===== config.mk =====
export PLATFORM = sky130hd
export DESIGN_NAME = serial_subtractor
export DESIGN_NICKNAME = d
export VERILOG_FILES = /design/src/rtl/serial_sub_pkg.sv /design/src/rtl/full_subtractor.sv /design/src/rtl/serial_subtractor.sv
export SDC_FILE = /design/constraint.sdc
export NUM_CORES = 1
export LEC_CHECK = 0
export BUFFER_PORTS_ARGS = -buffer_cell sky130_fd_sc_hd__buf_2
export CAP_MARGIN = 20
export CELL_PAD_IN_SITES_DETAIL_PLACEMENT = 0
export CELL_PAD_IN_SITES_GLOBAL_PLACEMENT = 2
export CORE_UTILIZATION = 32
export CTS_CLUSTER_DIAMETER = 120
export DETAILED_ROUTE_END_ITERATION = 10
export PLACE_DENSITY_LB_ADDON = 0.1
export RECOVER_POWER = 25
export SETUP_SLACK_MARGIN = 0.4
export SYNTH_ARGS = -nofsm -noshare
export SYNTH_HDL_FRONTEND = slang
export SYNTH_HIERARCHICAL = 1
export SYNTH_SLANG_ARGS = --single-unit

===== constraint.sdc =====
create_clock -name clk -period 1.4 [get_ports clk]
set_clock_uncertainty 0.15 [all_clocks]
set_input_delay 0 -clock clk [delete_from_list [all_inputs] [get_ports clk]]
set_output_delay 0 -clock clk [all_outputs]
set_load 0.02 [all_outputs]

===== src/rtl/serial_sub_pkg.sv =====
// Shared types and constants for the bit-serial subtractor.
// Latency: n/a (package only).
// Backpressure: n/a (package only).
package serial_sub_pkg;

    localparam int DEFAULT_WIDTH = 4;

    typedef enum logic [1:0] {
        S_IDLE  = 2'd0,
        S_SHIFT = 2'd1,
        S_DONE  = 2'd2
    } state_t;

    // Bits needed to hold the values 0 .. value-1 (minimum 1 bit).
    function automatic int clog2(input int value);
        int r;
        r = 1;
        for (int i = 1; i < 31; i++) begin
            if ((1 << i) < value) begin
                r = i + 1;
            end
        end
        return r;
    endfunction

endpackage


===== src/rtl/full_subtractor.sv =====
// One-bit full-subtractor cell: diff = x - y - bi, bo = borrow out.
// Latency: purely combinational.
// Backpressure: none.
module full_subtractor (
    input  logic x,
    input  logic y,
    input  logic bi,
    output logic diff,
    output logic bo
);

    assign diff = x ^ y ^ bi;
    assign bo   = (~x & y) | (~(x ^ y) & bi);

endmodule


===== src/rtl/serial_subtractor.sv =====
// Bit-serial D = A - B - Bin, LSB first; SERIAL_SUB_OVF_EN adds signed-overflow output ovf.
// Latency: done pulses WIDTH+1 cycles after start is driven; one result per WIDTH+1 cycles.
// Backpressure: start is ignored while busy; start in DONE chains the next operation directly.
module serial_subtractor
    import serial_sub_pkg::*;
#(
    parameter int WIDTH = DEFAULT_WIDTH
) (
    input  logic             clk,
    input  logic             rst,
    input  logic             start,
    input  logic [WIDTH-1:0] a,
    input  logic [WIDTH-1:0] b,
    input  logic             bin,
    output logic             busy,
    output logic             done,
    output logic [WIDTH-1:0] d,
    output logic             bout
`ifdef SERIAL_SUB_OVF_EN
    ,
    output logic             ovf
`endif
);

    localparam int CW = clog2(WIDTH);

    state_t           state;
    state_t           state_nxt;
    logic             load;
    logic             shift_en;
    logic             last;
    logic [WIDTH-1:0] sa;
    logic [WIDTH-1:0] sb;
    logic [WIDTH-1:0] res;
    logic             br;
    logic [CW-1:0]    cnt;
    logic             diff;
    logic             nbr;

    full_subtractor u_fs (
        .x    (sa[0]),
        .y    (sb[0]),
        .bi   (br),
        .diff (diff),
        .bo   (nbr)
    );

    assign last = (cnt == '0);

    // State register.
    always_ff @(posedge clk or posedge rst) begin
        if (rst) begin
            state <= S_IDLE;
        end else begin
            state <= state_nxt;
        end
    end

    // Next-state decode plus handshake outputs; DONE accepts start like IDLE.
    always_comb begin
        state_nxt = state;
        load      = 1'b0;
        shift_en  = 1'b0;
        busy      = 1'b0;
        done      = 1'b0;
        case (state)
            S_IDLE: begin
                if (start) begin
                    load      = 1'b1;
                    state_nxt = S_SHIFT;
                end
            end
            S_SHIFT: begin
                busy     = 1'b1;
                shift_en = 1'b1;
                if (last) begin
                    state_nxt = S_DONE;
                end
            end
            S_DONE: begin
                done = 1'b1;
                if (start) begin
                    load      = 1'b1;
                    state_nxt = S_SHIFT;
                end else begin
                    state_nxt = S_IDLE;
                end
            end
            default: begin
                state_nxt = S_IDLE;
            end
        endcase
    end

    // Operand capture and one subtractor step per SHIFT cycle.
    always_ff @(posedge clk or posedge rst) begin
        if (rst) begin
            sa  <= '0;
            sb  <= '0;
            res <= '0;
            br  <= 1'b0;
            cnt <= '0;
        end else if (load) begin
            sa  <= a;
            sb  <= b;
            br  <= bin;
            res <= '0;
            cnt <= CW'(WIDTH - 1);
        end else if (shift_en) begin
            sa  <= sa >> 1;
            sb  <= sb >> 1;
            res <= {diff, res[WIDTH-1:1]};
            br  <= nbr;
            if (!last) begin
                cnt <= cnt - 1'b1;
            end
        end
    end

    // Visible result changes only on entry to DONE, never mid-operation.
    always_ff @(posedge clk or posedge rst) begin
        if (rst) begin
            d    <= '0;
            bout <= 1'b0;
        end else if (shift_en && last) begin
            d    <= {diff, res[WIDTH-1:1]};
            bout <= nbr;
        end
    end

`ifdef SERIAL_SUB_OVF_EN
    logic a_msb;
    logic b_msb;

    // Operand MSBs are kept aside because sa/sb are consumed by shifting.
    always_ff @(posedge clk or posedge rst) begin
        if (rst) begin
            a_msb <= 1'b0;
            b_msb <= 1'b0;
            ovf   <= 1'b0;
        end else begin
            if (load) begin
                a_msb <= a[WIDTH-1];
                b_msb <= b[WIDTH-1];
            end
            if (shift_en && last) begin
                ovf <= (a_msb ^ b_msb) & (a_msb ^ diff);
            end
        end
    end
`endif

endmodule


==> run_results.csv <==
group,metric,value,unit
outcome,result_of_the_run,"complete, but fails checks",
outcome,violated_checks,"design-rule violations, negative setup slack",
clocking,cts_inserted_buffers,3,
hold_path,hold_path.class,"in -> reg",
sta,timing.max_slew.rel_slack,0.727,
detailed_routing,vias_per_cell,4.69,
detailed_routing,antenna_violating_nets_post_route,0,
synthesis,post_synth_num_cell_types,28,
detailed_routing,drt_first_iter_violations,13,
synthesis,yosys_most_used_dff,"sky130_fd_sc_hd__dfrtp_1",
synthesis,post_synth_instance_area,996,um^2
floorplanning,fp_rows,19,
pwr,cellLeakagePower,0.000786,uW
synthesis,most_area_consuming_cells_after_synthesis,"sky130_fd_sc_hd__dfrtp_1 53%, sky130_fd_sc_hd__mux2_4 6.0%, sky130_fd_sc_hd__inv_1 4.5%, sky130_fd_sc_hd__a21oi_1 4.0%, sky130_fd_sc_hd__a22o_1 3.5%",
pwr,cellInternalPower,2300,uW
placement,dp_hpwl,1370,um
pwr,totalPowerFinal,3660,uW
synthesis,synth.yosys.seq_area_share,0.528,
floorplanning,boundaryPins,19,
detailed_routing,routed_wl,2140,um
sta,final-max-slew-violation-count,0,
critical_path,r2r_end,"d[3]",
placement,dp.cells,136,
floorplanning,initial_utilization,0.349,
detailed_routing,wl_cell,13.1,um
clocking,clock_path_buffers,2,
critical_path,timing.critical_path.to_type,"flip-flop",
sta,fin_setup_tns,-0.0585,ns
floorplanning,fp.dieArea,3340,um^2
sta,setup_ws,-0.0322,ns
layout,fraction_of_layout_cells_with_a_size_suffix_above_1,0.621,
grt,antenna_found_initial,0,
placement,place_ws,-0.0498,ns
synthesis,post-synth-top-count-cell,"sky130_fd_sc_hd__dfrtp_1",
pwr,power_density,2260,nW/um^2
sta,finalCriticalPeriod,1.43,ns
floorplanning,die_h,57.8,um
grt,grt_first_pass_wirelength,3550,um
critical_path,critical_path_peak_fanout,2,
grt,global_route.overflow_total,0,
detailed_routing,first_pass_iters,6,
layout,final_net_count,147,
detailed_routing,remaining_drc_errors,1,
synthesis,synthDominantAreaCellType,"sky130_fd_sc_hd__dfrtp_1",
pwr,p_sw,1360,uW
critical_path,worstSetupStartpoint,"sb[0]",
layout,final_util,0.568,
synthesis,synth_async_sr_flop_share,1.00,
layout,syn_to_final_growth,62.8,%
critical_path,cp_data_arrival_time,1.50,ns
clocking,clockRootBuffer,"sky130_fd_sc_hd__clkbuf_4",
grt,grt_start_max_net_pins,13,
synthesis,post_synth_fa_ha_maj_area_fraction,0.0327,
layout,register_area,528,um^2
detailed_routing,route.vias.total,764,
critical_path,worst-r2r-cell-count,3,
critical_path,setup.worst_path.end,"d[3]",
synthesis,synth_compound_area_frac,0.155,
clocking,clk_pin_slew,0.13,ns
placement,routabilityCongestion,0.674,
layout,n_antenna_cell,0,
sta,setup_viol,2,
placement,io_buffers,18,
synthesis,edff_count_synth,0,
pwr,vdd.ir_drop.worst,0.984,mV
clocking,cts_tree,"done",
pwr,power.sequential.fraction,0.314,
sta,fin_crit_sh,1.02,
job,max_cap_violations,0,
synthesis,synth_common_cells,"21 x sky130_fd_sc_hd__dfrtp_1, 12 x sky130_fd_sc_hd__inv_1, 8 x sky130_fd_sc_hd__a21oi_1",
sta,fmaxAchievable,698,MHz
grt,track_usage,0.139,
sta,hold_violation_total_from_the_final_report,0,
critical_path,ff_to_ff_setup_slack,-0.03,ns
layout,layoutNonFillerInstCount,163,
sta,tightestPinTransition,0.409,ns
grt,via_count_of_the_first_global_routing_pass,782,
synthesis,dominant_combinational_cell_family_by_area_after_synthesis,"compound AO/OA/AOI/OAI gates",
synthesis,post_synth_and_or_nand_nor_area_fraction,0.102,
layout,fillers,250,
synthesis,synthMuxAreaShare,0.103,
layout,area_of_the_multi_input_gates,529,um^2
clocking,clk-insertion-delay-late,0.31,ns
synthesis,synth.net_count,94,
sta,rsz0062_at_grt,"true",
synthesis,synth_largest_type_area_fraction,0.528,
synthesis,postSynthCellCount,80,
clocking,cts.sinks,21,
floorplanning,die_w,57.8,um
pwr,power_frac_comb,0.603,
clocking,h-tree-depth,1,
synthesis,synth_xor_area_frac,0,
pwr,power.clock.fraction,0.083,
floorplanning,core-area,2850,um^2
critical_path,criticalPathCategory,"reg -> reg",
critical_path,worst_endpoint_required_time,1.47,ns
critical_path,rr_startpoint,"sb[0]",
synthesis,register_bit_total_from_synthesis,21,
synthesis,postSynthAreaPerCell,12.4,um^2
synthesis,synth.yosys.warnings,6,
pwr,swShare,0.372,
critical_path,start_kind,"flip-flop",
[per-layer routing]
layer | wire (um) | part of all wire | track usage | vias up
li1 | - | - | - | 381
met1 | 1060 | 0.49 | 0.186 | 366
met2 | 1010 | 0.47 | 0.226 | 15
met3 | 54 | 0.025 | 0.0268 | 2
met4 | 17 | 0.0079 | 0.0510 | 0
met5 | 0 | 0 | 0 | -
[how the worst min path moves through the flow]
stage	startpoint	endpoint	cells past startpoint
3_3_place_gp	rst	cnt[0]	2
6_report	start	sa[2]	4
2_1_floorplan	rst	bout	1
3_5_place_dp	rst	cnt[0]	2
4_1_cts	start	sa[1]	4
5_1_grt	start	sa[1]	4
[power groups by stage]
stage | combinational (uW) | sequential (uW) | clock, uW
finish | 2210 | 1150 | 304
detailed placement | 1510 | 1110 | 0
floorplan | 1080 | 1130 | 0
global route | 2400 | 1180 | 342
global placement | 1490 | 1100 | 0
CTS | 1930 | 1140 | 309
[worst max-delay path, stage by stage (launching register included)]
cell	delay, ns
sky130_fd_sc_hd__dfrtp_1	0.42
sky130_fd_sc_hd__inv_2	0.07
sky130_fd_sc_hd__fa_2	0.43
sky130_fd_sc_hd__mux2_4	0.27
[area by class of cell]
class                      instances  area share
timing repair buffer              50       0.269
clock buffer                       3      0.0139
tap                               31      0.0239
inverter                          13      0.0378
sequential                        21       0.326
multi-input combinational         44       0.326
clock inverter                     1     0.00309
[registers in the layout, indices dropped and copies added, names as in the netlist]
register,flops
res,3
state,2
sb,4
d,4
bout,1
br,1
cnt,2
sa,4
[cell families after synthesis]
family / after synthesis
buffers and inverters: 16
multiplexers: 8
AO/OA/AOI/OAI: 22
AND/OR/NAND/NOR: 11
adder cells (fa/ha/maj): 2
flip-flops: 21
[through the flow]
step | cell area, um^2 | hold WS, ns
global route | 1620 | 0.0367
floorplan | 1040 | -0.173
finish | 1620 | 0.0362
detailed placement | 1210 | -0.143
global placement | 1210 | -0.139
CTS | 1510 | 0.0324
[repair_timing]
action | in CTS | in global routing
endpoints found under the hold margin | 30 | 0
setup endpoints to repair | 28 | 28
buffers inserted | 4 | 7
gates resized for setup | 37 | 12
pin swaps | 2 | 3
hold buffers | 11 | 0
cloned | 0 | 1
[layout by cell type, fill, tap and decap left out, types with 2 or more instances in the layout]
master / count
sky130_fd_sc_hd__a21oi_2: 4
sky130_fd_sc_hd__buf_2: 11
sky130_fd_sc_hd__a21oi_1: 4
sky130_fd_sc_hd__buf_4: 11
sky130_fd_sc_hd__clkbuf_4: 3
sky130_fd_sc_hd__dfrtp_2: 2
sky130_fd_sc_hd__inv_1: 7
sky130_fd_sc_hd__dlygate4sd3_1: 11
sky130_fd_sc_hd__inv_2: 5
sky130_fd_sc_hd__mux2i_1: 2
sky130_fd_sc_hd__buf_6: 15
sky130_fd_sc_hd__a211oi_2: 2
sky130_fd_sc_hd__o22ai_4: 2
sky130_fd_sc_hd__dfrtp_1: 19
sky130_fd_sc_hd__nor2b_1: 2
sky130_fd_sc_hd__o22ai_2: 3
sky130_fd_sc_hd__a22o_1: 4
sky130_fd_sc_hd__mux2_4: 6
(Power assumes the default switching activity.)
